--- config.mk ---
export PLATFORM = sky130hd
export DESIGN_NAME = forward_ctrl_unit
export DESIGN_NICKNAME = d
export VERILOG_FILES = /design/src/rtl/forward_ctrl_unit.sv
export SDC_FILE = /design/constraint.sdc
export NUM_CORES = 1
export LEC_CHECK = 0
export ABC_AREA = 1
export CORE_MARGIN = 8
export CORE_UTILIZATION = 34
export DETAILED_ROUTE_END_ITERATION = 7
export PLACE_DENSITY = 0.65
export SLEW_MARGIN = 20
export SYNTH_ARGS = -nofsm -noshare
export SYNTH_HDL_FRONTEND = slang
export SYNTH_SLANG_ARGS = --single-unit
--- constraint.sdc ---
create_clock -name clk -period 2.27 [get_ports clk]
set_clock_uncertainty 0.1 [all_clocks]
set_input_delay 0.227 -clock clk [delete_from_list [all_inputs] [get_ports clk]]
set_output_delay 0.227 -clock clk [all_outputs]
set_load 0.02 [all_outputs]
--- src/rtl/forward_ctrl_unit.sv ---
// Forwarding-select and load-use stall control for the 5-stage MIPS core.
// Optional stall counter enabled by defining FWD_STALL_CNT_EN.
module forward_ctrl_unit #(
    parameter int REG_ADDR_W = 5,
    parameter int CNT_W      = 32
) (
    input  logic                  clk,
    input  logic                  reset,
    input  logic [REG_ADDR_W-1:0] id_rs,
    input  logic [REG_ADDR_W-1:0] id_rt,
    input  logic [REG_ADDR_W-1:0] id_dest,
    input  logic                  id_reg_write,
    input  logic                  id_mem_read,
    input  logic                  flush,
    output logic [1:0]            fwd_a_sel,
    output logic [1:0]            fwd_b_sel,
    output logic                  stall,
    output logic                  pc_write,
`ifdef FWD_STALL_CNT_EN
    output logic                  ifid_write,
    output logic [CNT_W-1:0]      stall_count
`else
    output logic                  ifid_write
`endif
);

    typedef struct packed {
        logic [REG_ADDR_W-1:0] rs;
        logic [REG_ADDR_W-1:0] rt;
        logic [REG_ADDR_W-1:0] dest;
        logic                  rw;
        logic                  mr;
    } idex_t;

    typedef struct packed {
        logic [REG_ADDR_W-1:0] dest;
        logic                  rw;
    } wr_t;

    idex_t idex;
    wr_t   exmem;
    wr_t   memwb;

    function automatic logic [1:0] pick(
        input logic [REG_ADDR_W-1:0] src,
        input wr_t                   em,
        input wr_t                   mw
    );
        logic [1:0] s;
        s = 2'b00;
        if (em.rw && (em.dest != '0) && (em.dest == src))
            s = 2'b10;
        else if (mw.rw && (mw.dest != '0) && (mw.dest == src))
            s = 2'b01;
        return s;
    endfunction

    // Load-use hazard: load in EX feeding the instruction in ID
    always_comb begin
        stall = 1'b0;
        if (idex.mr && (idex.dest != '0) &&
            ((idex.dest == id_rs) || (idex.dest == id_rt)))
            stall = 1'b1;
        pc_write   = ~stall;
        ifid_write = ~stall;
    end

    // Operand selects depend only on the shadow registers
    always_comb begin
        fwd_a_sel = pick(idex.rs, exmem, memwb);
        fwd_b_sel = pick(idex.rt, exmem, memwb);
    end

    // Shadow pipeline: a stall or flush inserts a single bubble into EX
    always_ff @(posedge clk or posedge reset) begin
        if (reset) begin
            idex  <= '0;
            exmem <= '0;
            memwb <= '0;
        end else begin
            memwb      <= exmem;
            exmem.dest <= idex.dest;
            exmem.rw   <= idex.rw;
            if (stall || flush) begin
                idex <= '0;
            end else begin
                idex.rs   <= id_rs;
                idex.rt   <= id_rt;
                idex.dest <= id_dest;
                idex.rw   <= id_reg_write;
                idex.mr   <= id_mem_read;
            end
        end
    end

`ifdef FWD_STALL_CNT_EN
    // Free-running count of stalled cycles, wraps naturally
    always_ff @(posedge clk or posedge reset) begin
        if (reset)
            stall_count <= '0;
        else if (stall)
            stall_count <= stall_count + 1'b1;
    end
`endif

endmodule

After elaboration in Yosys (flattened, before gate mapping)
Index checks and enable logic that the tools add are counted.
{ "totals": {"register_bits": 29, "inputBits": 20, "out_inout_bits": 7, "word_cells": 35} }
{ "classes": {"eq_ne": 6, "n_mux": 6, "bitwise_logic": 1, "reduce_logical": 13} }
{ "ops": {"columns": ["op", "count"], "rows": [
  ["$eq 5x5->1", 6],
  ["$mux 17", 1],
  ["$reduce_bool 5->1", 3],
  ["$logic_and 1x1->1", 8],
  ["$mux 2", 2],
  ["$mux 1", 3],
  ["$logic_or 1x1->1", 2],
  ["$not 1->1", 1]
]} }

Longest topological paths before layout
Gate-level depths: netlist of the first run.
{ "logic_depth": {"word_depth": 6, "depth_mapped": 10, "ltp_nobuf": 9} }

Least setup slack after synthesis of the first run
Ideal clock, no wire load.
{ "synth_path": {"path_kind": "register to output", "from": "register exmem[1] (netlist bit)", "to": "output port fwd_a_sel[0]", "t_arrival_ps": 1420, "required_ps": 1943, "path_slack_ps": 523, "path_stages_with_launch": 5, "n_path_buf": 0, "path_cell_list": "dfrtp_1 xnor2_1 nand4_1 nor3_1 nor2_1"} }
{ "synth_between": {"elab_chain_cells": 4, "word_cells_on_any_way": 5, "classes_between": "eq/ne (1); mux (1); reduce/logical (3)"} }
{ "synth_rtl": {"columns": ["item", "line", "rtl"], "rows": [
  ["start, declared", "41", "wr_t exmem;"],
  ["$reduce_bool 5->1", "51", "if (em.rw && (em.dest != '0) && (em.dest == src))"],
  ["$logic_and 1x1->1", "51", null],
  ["$logic_and 1x1->1 (*)", "51", null],
  ["$mux 2 (*)", "51", null],
  ["end, declared", "15", "output logic [1:0] fwd_a_sel,"]
]} }
Every way passes the cells marked *; elsewhere a longest branch is shown, timed or not.

Worst setup path in the final report of the first run
Ends and elaborated chain as after synthesis.

==> results of run 1 <==
[kinds of logic after synthesis]
kind of cell,count (synthesis)
compound gates,2
xor+xnor,22
buf+inv,30
flops,29
simple gates,69
[synthesized netlist by cell type]
| library cell | n |
|---|---|
| nand4_1 | 4 |
| buf_8 | 1 |
| nor2_1 | 29 |
| buf_4 | 1 |
| xor2_1 | 8 |
| nand3_1 | 3 |
| o21ai_0 | 2 |
| nor3_1 | 5 |
| nand2_2 | 1 |
| nand2_4 | 1 |
| dfrtp_1 | 29 |
| xnor2_1 | 14 |
| nand2_1 | 26 |
| inv_1 | 28 |
[worst paths after layout]
path | from | to | depth (start not counted)
hold / removal | reset | idex[1] | 3
setup / recovery | exmem[1] | fwd_a_sel[0] | 6
min in group clk | idex[1] | exmem[0] | 0
hold reg to reg | idex[1] | exmem[0] | 0
max in group asynchronous | reset | idex[3] | 3
setup reg to reg | idex[3] | idex[3] | 9
[power groups by stage]
stage	clock, mW	sequential [mW]	combinational (mW)
finish	0.395	0.573	0.146
global route	0.434	0.579	0.166
CTS	0.413	0.574	0.149
detailed placement	0	0.584	0.149
global placement	0	0.582	0.148
floorplan	0	0.577	0.0950
[routing by layer]
layer	vias to the layer above	wire, um
li1	513	-
met1	426	1030
met2	24	1180
met3	7	209
met4	0	60
met5	-	0
[area by class of cell]
class	instances	area, sq um
inverter	28	105
fill	400	2170
sequential	29	726
tap	50	62.6
clock buffer	6	72.6
timing repair buffer	27	278
clock inverter	2	10.0
multi-input combinational	93	492
[per-stage QoR]
stage               cells  cell area [sq um]
detailed placement    227               1650
CTS                   235               1730
finish                235               1750
global placement      227               1650
global route          235               1750
floorplan             152               1350
[repair_timing]
action / 4_1_cts / 5_1_grt
endpoints found under the setup margin: 2 / 5
resized for setup: 2 / 5
hold buffers: 0 / 0
[state kept, by name (all words and copies together) (netlist names)]
name	flops
idex	17
exmem	6
memwb	6
[tightest hold or removal path, stage by stage]
cell	delay, ns
clkdlybuf4s50_1	0.40
inv_1	0.05
buf_4	0.33
==> results.json, run 1 <==
{
  "avgViaCountPerCell": 4.13,
  "outcome": "completed",
  "critPathKind": "flop to output pin",
  "syn-num-nets": 172,
  "die_w_um": 78.9,
  "max_clock_freq_mhz": 498,
  "antennaDiodeCount": 0,
  "layout.nets": 204,
  "fin_tns_setup_ns": 0,
  "grt_usage_pct": 8.99,
  "setup_slack_ns": 0.263,
  "worstPathArrival_ns": 1.68,
  "synth_area_leader_cell": "dfrtp_1",
  "syn_area_sq_mm": 0.00135,
  "maxCapViolCount": 0,
  "p_clk_share_pct": 35.4,
  "grt.overflow.total": 0,
  "place.gp.congestion": 0.786,
  "final-max-slew-violation-count": 0,
  "min_period_over_period_pct": 88.4,
  "clkTransAtPathRegs_ns": 0.06,
  "clk_latency_ns": 0.28,
  "reg2reg_slack_ns": 0.83,
  "required_ns": 1.94,
  "top_usage_layer": "met2",
  "swShare_pct": 25.1,
  "min_path_type": "input port to async pin",
  "hold_viol_final": 0,
  "cts_buffer_depth": 2,
  "power.density_mw_per_mm2": 639,
  "cts_tree": "yes",
  "dieArea_sq_mm": 0.00622,
  "synth-xor-area-share_pct": 14.3,
  "row_count": 23,
  "final_util_pct": 44.6,
  "io_buffers": 26,
  "p_leak_nw": 0.965,
  "ir_drop_mv": 0.309,
  "final_cell_mix": "nor2_1, dfrtp_1, inv_1",
  "hpwl_mm": 1.91,
  "synth_top_family_by_area": "simple AND/OR/NAND/NOR gates",
  "grt_max_degree": 30,
  "setup_viol": 0,
  "whs_ns": 0.216,
  "slowest_stage": "dfrtp_1",
  "synthAdderAreaFrac_pct": 0,
  "first_global_vias": 1029,
  "routed-via-count": 970,
  "cts_setup_buffers": 0,
  "synthDistinctLibCells": 14,
  "cp-start-kind": "flop",
  "ctsHtreeMaxLevel": 2,
  "wl_per_cell_um": 10.6,
  "synthSimpleGateAreaFrac_pct": 21.5,
  "drc": 0,
  "p_total_mw": 1.11,
  "post-place-ws_ns": 0.0294,
  "clock_sinks": 29,
  "synth_compound_area_share_pct": 0.744,
  "cp-end-kind": "output pin",
  "rsz0062_at_grt": "false",
  "use_met2_pct": 14.8,
  "synth_warnings": 0,
  "coreArea_sq_mm": 0.00391,
  "die_y_um": 78.9,
  "grt_pass1_wl_mm": 4.31,
  "ys_seq_area_share_pct": 54.0,
  "worstMarginPinSlew_ns": 0.363,
  "synthCells": 152,
  "slowest_delay_ns": 0.42,
  "grt_use_met3_pct": 4.85,
  "p_switching_mw": 0.280,
  "antenna_found_initial": 0,
  "drt-initial-drc-count": 34,
  "ys_seq_elements": 29,
  "crit_buf_inv": 1,
  "final.min_clock_period_ns": 2.01,
  "met1_usage_pct": 8.90,
  "drtPass1Iterations": 3,
  "start_util_pct": 34.4,
  "drive_gt1_share_pct": 5.41,
  "io_pins": 27,
  "ant_nets": 0,
  "p_int_mw": 0.835,
  "synthTopCellsByArea": "dfrtp_1, xnor2_1, nor2_1, inv_1, nand2_1",
  "cts_buffers": 5,
  "power.share.sequential_pct": 51.4,
  "critPathMaxFanout": 4,
  "synth.area.mux_share_pct": 0,
  "syn2layout_area_growth_pct": 29.8,
  "yosysTopAreaCellShare_pct": 54.0,
  "crit_chain": "nor2_1 > nand2_1 > o21ai_0 > nor3_1 > nor2_1 > dlygate4sd2_1",
  "pwr-share-comb_pct": 13.1,
  "avgSynthCellArea_sq_um": 8.85,
  "wirelength_mm": 2.48,
  "crit_family": "flip-flops",
  "crit_top_cell": "nor2_1",
  "slew_headroom_pct": 75.8,
  "clockRootBuffer": "clkbuf_8"
}
(Power assumes the default switching activity.)
==> run 2, diff against run 1 <==
--- a/config.mk
+++ b/config.mk
@@ -6,11 +6,13 @@
 export NUM_CORES = 1
 export LEC_CHECK = 0
 export ABC_AREA = 1
+export CELL_PAD_IN_SITES_DETAIL_PLACEMENT = 0
+export CELL_PAD_IN_SITES_GLOBAL_PLACEMENT = 2
 export CORE_MARGIN = 8
-export CORE_UTILIZATION = 34
+export CORE_UTILIZATION = 32
 export DETAILED_ROUTE_END_ITERATION = 7
-export PLACE_DENSITY = 0.65
-export SLEW_MARGIN = 20
+export PLACE_DENSITY = 0.9
+export SLEW_MARGIN = 25
 export SYNTH_ARGS = -nofsm -noshare
 export SYNTH_HDL_FRONTEND = slang
 export SYNTH_SLANG_ARGS = --single-unit
==> run 2 against run 1 <==
Critical path depth is the same. Count of clock-buffer cells in the layout is the same. Total power is essentially flat. First-iteration DRC count shrank 41%. Cell count is the same. Combinational power is essentially flat. Critical endpoint is now fwd_b_sel[0]. Flip-flop and latch count is the same. Clock power is essentially flat.
==> results.json, run 2 (synthesized netlist as in run 1, its figures left out) <==
{
  "clkTransAtPathRegs_ns": 0.06,
  "cts_setup_buffers": 0,
  "p_int_mw": 0.835,
  "post-place-ws_ns": 0.00247,
  "final-max-slew-violation-count": 0,
  "clockRootBuffer": "clkbuf_8",
  "drive_gt1_share_pct": 5.41,
  "grt_pass1_wl_mm": 4.49,
  "outcome": "completed",
  "dieArea_sq_mm": 0.00653,
  "hold_viol_final": 0,
  "clock_sinks": 29,
  "grt_max_degree": 30,
  "io_pins": 27,
  "avgViaCountPerCell": 4.18,
  "place.gp.congestion": 0.779,
  "min_period_over_period_pct": 87.3,
  "setup_viol": 0,
  "power.share.sequential_pct": 51.5,
  "required_ns": 1.94,
  "placed_area_sq_mm": 0.00165,
  "reg_top3": "idex: 17 flops, exmem: 6 flops, memwb: 6 flops",
  "drc": 0,
  "antennaDiodeCount": 0,
  "critPathMaxFanout": 4,
  "top_register": "idex",
  "ff_latch_area_sq_um": 726,
  "largest_register_ffs": 17,
  "top_layer": "met4",
  "multiInputGateArea_sq_um": 492,
  "rsz0062_at_grt": "false",
  "syn2layout_area_growth_pct": 29.5,
  "drtPass1Iterations": 4,
  "r2r_start": "idex[6]",
  "final_util_pct": 43.2,
  "fin_area_sq_mm": 0.00174,
  "antenna_found_initial": 0,
  "cts_buffer_depth": 2,
  "route.met2.wl_mm": 1.26,
  "hpwl_mm": 2.03,
  "grt_usage_pct": 8.93,
  "reg2reg_slack_ns": 0.83,
  "swShare_pct": 25.0,
  "wl_per_cell_um": 10.9,
  "die_w_um": 80.8,
  "start_util_pct": 33.4,
  "p_total_mw": 1.11,
  "coreArea_sq_mm": 0.00403,
  "worstPathArrival_ns": 1.65,
  "final.min_clock_period_ns": 1.98,
  "whs_ns": 0.216,
  "worstMarginPinSlew_ns": 0.348,
  "setup_slack_ns": 0.289,
  "row_count": 23,
  "met1Wirelength_mm": 1.03,
  "power.density_mw_per_mm2": 639,
  "grt.overflow.total": 0,
  "maxCapViolCount": 0,
  "first_global_vias": 1101,
  "critPathKind": "flop to output pin",
  "clk_latency_ns": 0.28,
  "cp-start-kind": "flop",
  "final_cell_mix": "nor2_1, dfrtp_1, inv_1",
  "r2r-end": "idex[15]",
  "cts_buffers": 5,
  "hold_buffers": 0,
  "slew_headroom_pct": 76.8,
  "drt-initial-drc-count": 20,
  "wirelength_mm": 2.56,
  "io_buffers": 26,
  "p_clk_share_pct": 35.3,
  "min_path_type": "input port to async pin",
  "fin_tns_setup_ns": 0,
  "layoutNonFillerInstCount": 235,
  "max_clock_freq_mhz": 505,
  "die_y_um": 80.8,
  "ir_drop_mv": 0.272,
  "routed-via-count": 983,
  "reg2reg_depth": 7,
  "p_switching_mw": 0.279,
  "ctsHtreeMaxLevel": 2,
  "cts_tree": "yes",
  "placed_cells_incl_taps": 227,
  "wl_met3_um": 203,
  "cp-end-kind": "output pin",
  "layout.nets": 204,
  "nFillCells": 411,
  "pwr-share-comb_pct": 13.3,
  "ant_nets": 0,
  "p_leak_nw": 0.952
}
## run 2: cell types whose count changed in the layout (fill, tap and decap cells not counted)
cell	change
dlymetal6s2s_1	-1
dlygate4sd2_1	+1
## run 2: routing by layer
metal	vias up	GRT usage [%]
met1	440	8.53
met4	0	5.89
met2	27	15.5
met3	7	3.75
li1	509	-
met5	-	0
## run 2: cell type report
cell class | count | share of cell area [%]
Clock buffer | 6 | 4.17
Inverter | 28 | 6.03
Timing Repair Buffer | 27 | 15.7
Tap cell | 50 | 3.59
Clock inverter | 2 | 0.575
Sequential cell | 29 | 41.7
Multi-Input combinational cell | 93 | 28.2
## run 2: worst max-delay path: stages, from the launching register on
cell and delay (ns):
dfrtp_1 0.42, nor2_1 0.14, nand2_1 0.06, o21ai_0 0.21, nor3_1 0.11, nor2_1 0.10
dlygate4sd2_1 0.34
## run 2: worst max path at each step
stage / from / end / slack (ns) / depth (start not counted)
after detailed placement: id_rs[4] / stall / 0.002 / 10
after CTS: exmem[4] / fwd_a_sel[1] / 0.005 / 4
after global placement: id_rt[3] / stall / 0.03 / 10
after floorplan: exmem[1] / fwd_a_sel[0] / 0.52 / 4
after global routing: idex[5] / stall / 0.06 / 9
final: exmem[1] / fwd_b_sel[0] / 0.29 / 6
## run 2: power by group through the flow
stage	logic (mW)	clock network [mW]	registers (mW)
floorplan	0.0950	0	0.577
global placement	0.150	0	0.582
detailed placement	0.151	0	0.583
CTS	0.151	0.414	0.574
global route	0.168	0.432	0.578
finish	0.148	0.393	0.573
## run 2: repair_timing
action | CTS | global route
gates resized for setup | 3 | 4
endpoints found under the setup margin | 3 | 4
pin swaps | 0 | 0
